==> config.mk <==
export PLATFORM = sky130hd
export DESIGN_NAME = dpram_reader
export DESIGN_NICKNAME = d
export VERILOG_FILES = /design/src/rtl/dpram_reader.sv
export SDC_FILE = /design/constraint.sdc
export NUM_CORES = 1
export LEC_CHECK = 0
export ABC_CLOCK_PERIOD_IN_PS = 7950
export CORE_ASPECT_RATIO = 0.9
export CORE_MARGIN = 4
export CORE_UTILIZATION = 53
export DETAILED_ROUTE_END_ITERATION = 12
export GPL_ROUTABILITY_DRIVEN = 0
export PLACE_DENSITY = 0.9
export REMOVE_ABC_BUFFERS = 1
export SLEW_MARGIN = 20
export SYNTH_ARGS = -nofsm -noshare
export SYNTH_HDL_FRONTEND = slang
export SYNTH_SLANG_ARGS = --single-unit
==> constraint.sdc <==
create_clock -name clk -period 7.95 [get_ports clk]
set_input_delay 1.59 -clock clk [delete_from_list [all_inputs] [get_ports clk]]
set_output_delay 1.59 -clock clk [all_outputs]
set_load 0.02 [all_outputs]
==> src/rtl/dpram_reader.sv <==
`default_nettype none
// +--------------------------------------------------------------------------+
// | Module   : dpram_reader                                                  |
// | Purpose  : Sweeps an address range through a DPRAM read port and streams |
// |            the words out over valid/ready, hiding the 1-cycle RAM read.  |
// | Revision : 1.0 - initial release                                         |
// +--------------------------------------------------------------------------+
module dpram_reader #(
    parameter int ADDR_WIDTH = 4,
    parameter int DATA_WIDTH = 4
) (
    input  logic                  clk,
    input  logic                  rst,
    input  logic                  start,
    input  logic [ADDR_WIDTH-1:0] startaddr,
    input  logic [ADDR_WIDTH:0]   len,
    output logic                  busy,
    output logic                  done,
    output logic [ADDR_WIDTH-1:0] rdaddr,
    input  logic [DATA_WIDTH-1:0] rddata,
    output logic                  outvalid,
    output logic [DATA_WIDTH-1:0] outdata,
    input  logic                  outready
);

    localparam logic [ADDR_WIDTH-1:0] c_ADDR_ONE = {{(ADDR_WIDTH-1){1'b0}}, 1'b1};
    localparam logic [ADDR_WIDTH:0]   c_REM_ONE  = {{ADDR_WIDTH{1'b0}}, 1'b1};

    typedef enum logic [1:0] {
        S_IDLE  = 2'd0,
        S_READ  = 2'd1,
        S_DRAIN = 2'd2
    } state_t;

    state_t                r_state;
    state_t                w_state_next;
    logic [ADDR_WIDTH-1:0] r_addr;
    logic [ADDR_WIDTH:0]   r_remaining;
    logic                  r_inflight;
    logic                  r_done;
    logic                  w_done_next;
    logic [DATA_WIDTH-1:0] r_buf0;
    logic [DATA_WIDTH-1:0] r_buf1;
    logic                  r_wptr;
    logic                  r_rptr;
    logic [1:0]            r_count;
    logic [1:0]            w_count_next;
    logic [2:0]            w_level;
    logic                  w_pop;
    logic                  w_accept;
    logic                  w_issue;
    logic                  w_last;

    assign w_pop        = (r_count != 2'd0) && outready;
    assign w_count_next = r_count + {1'b0, r_inflight} - {1'b0, w_pop};
    // Buffer occupancy plus pending capture after this cycle's pop; a new
    // read is only safe when that leaves room for one more word.
    assign w_level      = {1'b0, r_count} + {2'b00, r_inflight} - {2'b00, w_pop};
    assign w_accept     = (r_state == S_IDLE) && start && !r_done;
    assign w_issue      = (r_state == S_READ) && (r_remaining != '0) && (w_level <= 3'd1);
    assign w_last       = (r_remaining == c_REM_ONE);

    always_ff @(posedge clk or posedge rst) begin
        if (rst) begin
            r_state <= S_IDLE;
        end else begin
            r_state <= w_state_next;
        end
    end

    always_comb begin
        w_state_next = r_state;
        w_done_next  = 1'b0;
        case (r_state)
            S_IDLE: begin
                if (w_accept) begin
                    if (len == '0) begin
                        w_done_next = 1'b1;
                    end else begin
                        w_state_next = S_READ;
                    end
                end
            end
            S_READ: begin
                if (w_issue && w_last) begin
                    w_state_next = S_DRAIN;
                end
            end
            S_DRAIN: begin
                if (!r_inflight && (w_count_next == 2'd0)) begin
                    w_state_next = S_IDLE;
                    w_done_next  = 1'b1;
                end
            end
            default: begin
                w_state_next = S_IDLE;
            end
        endcase
    end

    always_ff @(posedge clk or posedge rst) begin
        if (rst) begin
            r_addr      <= '0;
            r_remaining <= '0;
            r_inflight  <= 1'b0;
            r_done      <= 1'b0;
            r_buf0      <= '0;
            r_buf1      <= '0;
            r_wptr      <= 1'b0;
            r_rptr      <= 1'b0;
            r_count     <= 2'd0;
        end else begin
            r_done     <= w_done_next;
            r_inflight <= w_issue;
            r_count    <= w_count_next;
            if (w_accept) begin
                r_addr      <= startaddr;
                r_remaining <= len;
            end else if (w_issue) begin
                r_addr      <= r_addr + c_ADDR_ONE;
                r_remaining <= r_remaining - c_REM_ONE;
            end
            // RAM data for last cycle's address is valid now
            if (r_inflight) begin
                if (r_wptr) begin
                    r_buf1 <= rddata;
                end else begin
                    r_buf0 <= rddata;
                end
                r_wptr <= ~r_wptr;
            end
            if (w_pop) begin
                r_rptr <= ~r_rptr;
            end
        end
    end

    assign busy     = (r_state != S_IDLE);
    assign done     = r_done;
    assign rdaddr   = r_addr;
    assign outvalid = (r_count != 2'd0);
    assign outdata  = r_rptr ? r_buf1 : r_buf0;

endmodule
`default_nettype wire

==> impl_metrics.py <==
metrics = {
    "status": {
        "status": "completed",
    },
    "power": {
        "p_total_mw": 0.682,
        "ir_worst_vdd_v": 0.000283,
        "leakage_nw": 0.686,
        "power_density_nw_per_um2": 418,
    },
    "clock_tree": {
        "path_clk_slew_ns": 0.14,
        "cts_tree": "yes",
        "h-tree-depth": 1,
        "cts_resized": 0,
        "worstSkewPairLatency_ns": 0.33,
        "cts_root_buf": "clkbuf_4",
        "cts-buffers-inserted": 3,
        "clk_path_buf_depth": 2,
        "cts_hold_buf": 0,
        "post-cts-setup-buffers": 0,
        "clock-sinks": 25,
    },
    "logic_synthesis": {
        "ys_types": 37,
        "synth.avg_cell_area_um2": 11.4,
        "synth_area_leaders": "dfrtp_1 (48%), mux2_2 (10%), ha_1 (5.8%), xor2_1 (2.7%), inv_1 (2.3%)",
        "synth_edf_count": 0,
        "synth_ff_type": "dfrtp_1",
        "synth_area_um2": 1310,
        "ys_seq_area_frac": 0.479,
        "synth_top_cell_by_area": "dfrtp_1",
        "ys_ff_latch": 25,
        "synthesis.instances": 114,
        "async_flop_share": 1.00,
        "yosys_warnings": 0,
        "synth_top_cell_area_share": 0.479,
    },
    "setup_path": {
        "worst_path_largest_cell_delay_ns": 0.51,
        "cp_cell_sequence": "clkdlybuf4s50_1 -> and2_1 -> ha_1 -> inv_1 -> ha_1 -> fa_1 -> nor3b_4 -> nand3_2 -> o311a_1 -> a221o_1",
        "timing.critical_path.required_ns": 8.17,
        "cpMostUsedCell": "ha_1",
        "critPathSlowestCell": "fa_1",
        "critPathKind": "in -> reg",
        "cp_max_fo": 5,
        "worstSetupStartpointType": "primary input",
        "crit_buf_inv": 2,
        "path_delay_family": "adder cells",
        "arrival_ns": 4.24,
        "end_kind": "flop",
    },
    "sta": {
        "hold_violations": 0,
        "rsz0062_at_grt": "no",
        "layout_min_cycle_time_ns": 4.03,
        "worst_pin_slew_ns": 0.904,
        "fin_skew_ns": 0.0142,
        "finalCritPeriodShare": 0.506,
        "tns_ns": 0,
        "slew_viol_final": 0,
        "fmax_mhz": 248,
        "slew_headroom": 0.397,
        "setup_viol": 0,
    },
    "route": {
        "viasPerCell": 5.64,
        "wl_per_cell_um": 16.2,
        "vias": 959,
        "drc": 0,
        "first_pass_iters": 4,
        "routed_wl_um": 2750,
        "dr.first_iter.drc_count": 9,
        "postRouteAntennaNets": 0,
    },
    "global_route": {
        "grt_pass1_vias": 1022,
        "antenna_found_initial": 0,
        "grt_max_degree": 26,
        "overflow": 0,
        "grt_pass1_wl_um": 4820,
        "track_usage": 0.204,
    },
    "placed_design": {
        "io_buffer_count": 27,
        "place_inst": 166,
        "dpl.hpwl_um": 2210,
    },
    "finish": {
        "fillCellCount": 164,
        "seq_area_um2": 626,
        "fin_nets": 168,
        "layout.cells.non_filler": 170,
        "multi_input_area_um2": 644,
        "final_layout_size_suffix_gt1_frac": 0.161,
        "diodes": 0,
        "syn2layout_area_growth_pct": 25.2,
    },
    "floorplanning": {
        "dieWidth_um": 60.3,
        "start_util": 0.577,
        "io_pins": 28,
        "num_rows": 16,
        "coreArea_um2": 2260,
        "dieArea_um2": 3320,
        "die_h_um": 55.1,
    },
    "min_path": {
        "worst_hold_path_type": "reg -> reg",
    },
    "job": {
        "drv_cap": 0,
    },
}
==> per-stage QoR <==
step	setup WS, ns	hold slack, ns	cell area, µm²	util
2_1_floorplan	4.16	0.454	1290	-
3_3_place_gp	3.68	0.476	1600	0.707
3_5_place_dp	3.57	0.483	1600	0.707
4_1_cts	3.92	0.502	1630	0.720
5_1_grt	3.82	0.530	1630	0.722
6_report	3.92	0.505	1630	0.722
==> final cells by class <==
cell class | count | area share
Sequential cell | 25 | 0.383
Multi-Input combinational cell | 79 | 0.394
Tap cell | 27 | 0.0207
Clock inverter | 1 | 0.00459
Clock buffer | 3 | 0.0138
Inverter | 8 | 0.0184
Timing Repair Buffer | 27 | 0.165
==> per-layer routing <==
layer | track usage | vias to the layer above | share of wire
li1 | - | 463 | -
met1 | 0.229 | 464 | 0.41
met2 | 0.365 | 23 | 0.53
met3 | 0.0626 | 9 | 0.046
met4 | 0.0775 | 0 | 0.018
met5 | 0 | - | 0
==> flip-flops by register name, indices dropped and copies added (netlist names) <==
register,cells
done,1
r_buf0,4
r_buf1,4
r_count,2
r_inflight,1
r_remaining,5
r_rptr,1
r_state,2
r_wptr,1
rdaddr,4
==> cell usage after synthesis (2+ instances only) <==
| cell type | n |
|---|---|
| a31oi_1 | 2 |
| nand4_1 | 3 |
| xor2_1 | 4 |
| dfrtp_1 | 25 |
| mux2_2 | 12 |
| nor2_1 | 5 |
| o211ai_1 | 2 |
| o21ai_0 | 5 |
| or3b_1 | 2 |
| buf_2 | 2 |
| ha_1 | 6 |
| nand3_1 | 4 |
| inv_1 | 8 |
| nand2_1 | 8 |
| nor3_1 | 4 |
==> worst paths after layout <==
| path | from | to | slack [ns] | cells after the start |
|---|---|---|---|---|
| min reg2reg | r_wptr$_DFFE_PP0P_ | r_wptr$_DFFE_PP0P_ | 0.51 | 1 |
| max | outready | r_remaining[4]$_DFFE_PP0P_ | 3.92 | 10 |
| max in group asynchronous | rst | r_state[1]$_DFFE_PP0P_ | 5.65 | 2 |
| min in group asynchronous | rst | r_buf0[1]$_DFFE_PP0P_ | 1.73 | 2 |
| min | r_wptr$_DFFE_PP0P_ | r_wptr$_DFFE_PP0P_ | 0.51 | 1 |
| max reg2reg | r_count[1]$_DFF_PP0_ | r_remaining[4]$_DFFE_PP0P_ | 4.93 | 11 |
==> placed cells by master, fill, tap and decap left out, drive strengths merged, types with 2 or more instances in the layout <==
cell type and n:
xor2 5, clkdlybuf4s50 27, clkbuf 3, nand4 3, nor3 4, a31oi 2, ha 6, or3b 3
nand2 8, o211ai 2, nor3b 2, nand3 6, mux2 12, o21ai 5, nor2 5, dfrtp 25
inv 8
==> power breakdown <==
group          internal, mW  switching, mW
Combinational         0.185          0.194
Clock                0.0193         0.0385
Sequential            0.188         0.0573
==> kinds of logic (layout without fill, tap and decap cells) <==
group,count (synthesis),in the layout,share of synthesized area
adder cells (fa/ha/maj),7,7,0.0729
flip-flops,25,25,0.479
multiplexers,13,13,0.111
AND/OR/NAND/NOR,40,40,0.195
AO/OA/AOI/OAI,14,14,0.0719
XOR/XNOR,5,5,0.0393
buffers and inverters,10,39,0.0307
Power figures use the tool's default switching activity.
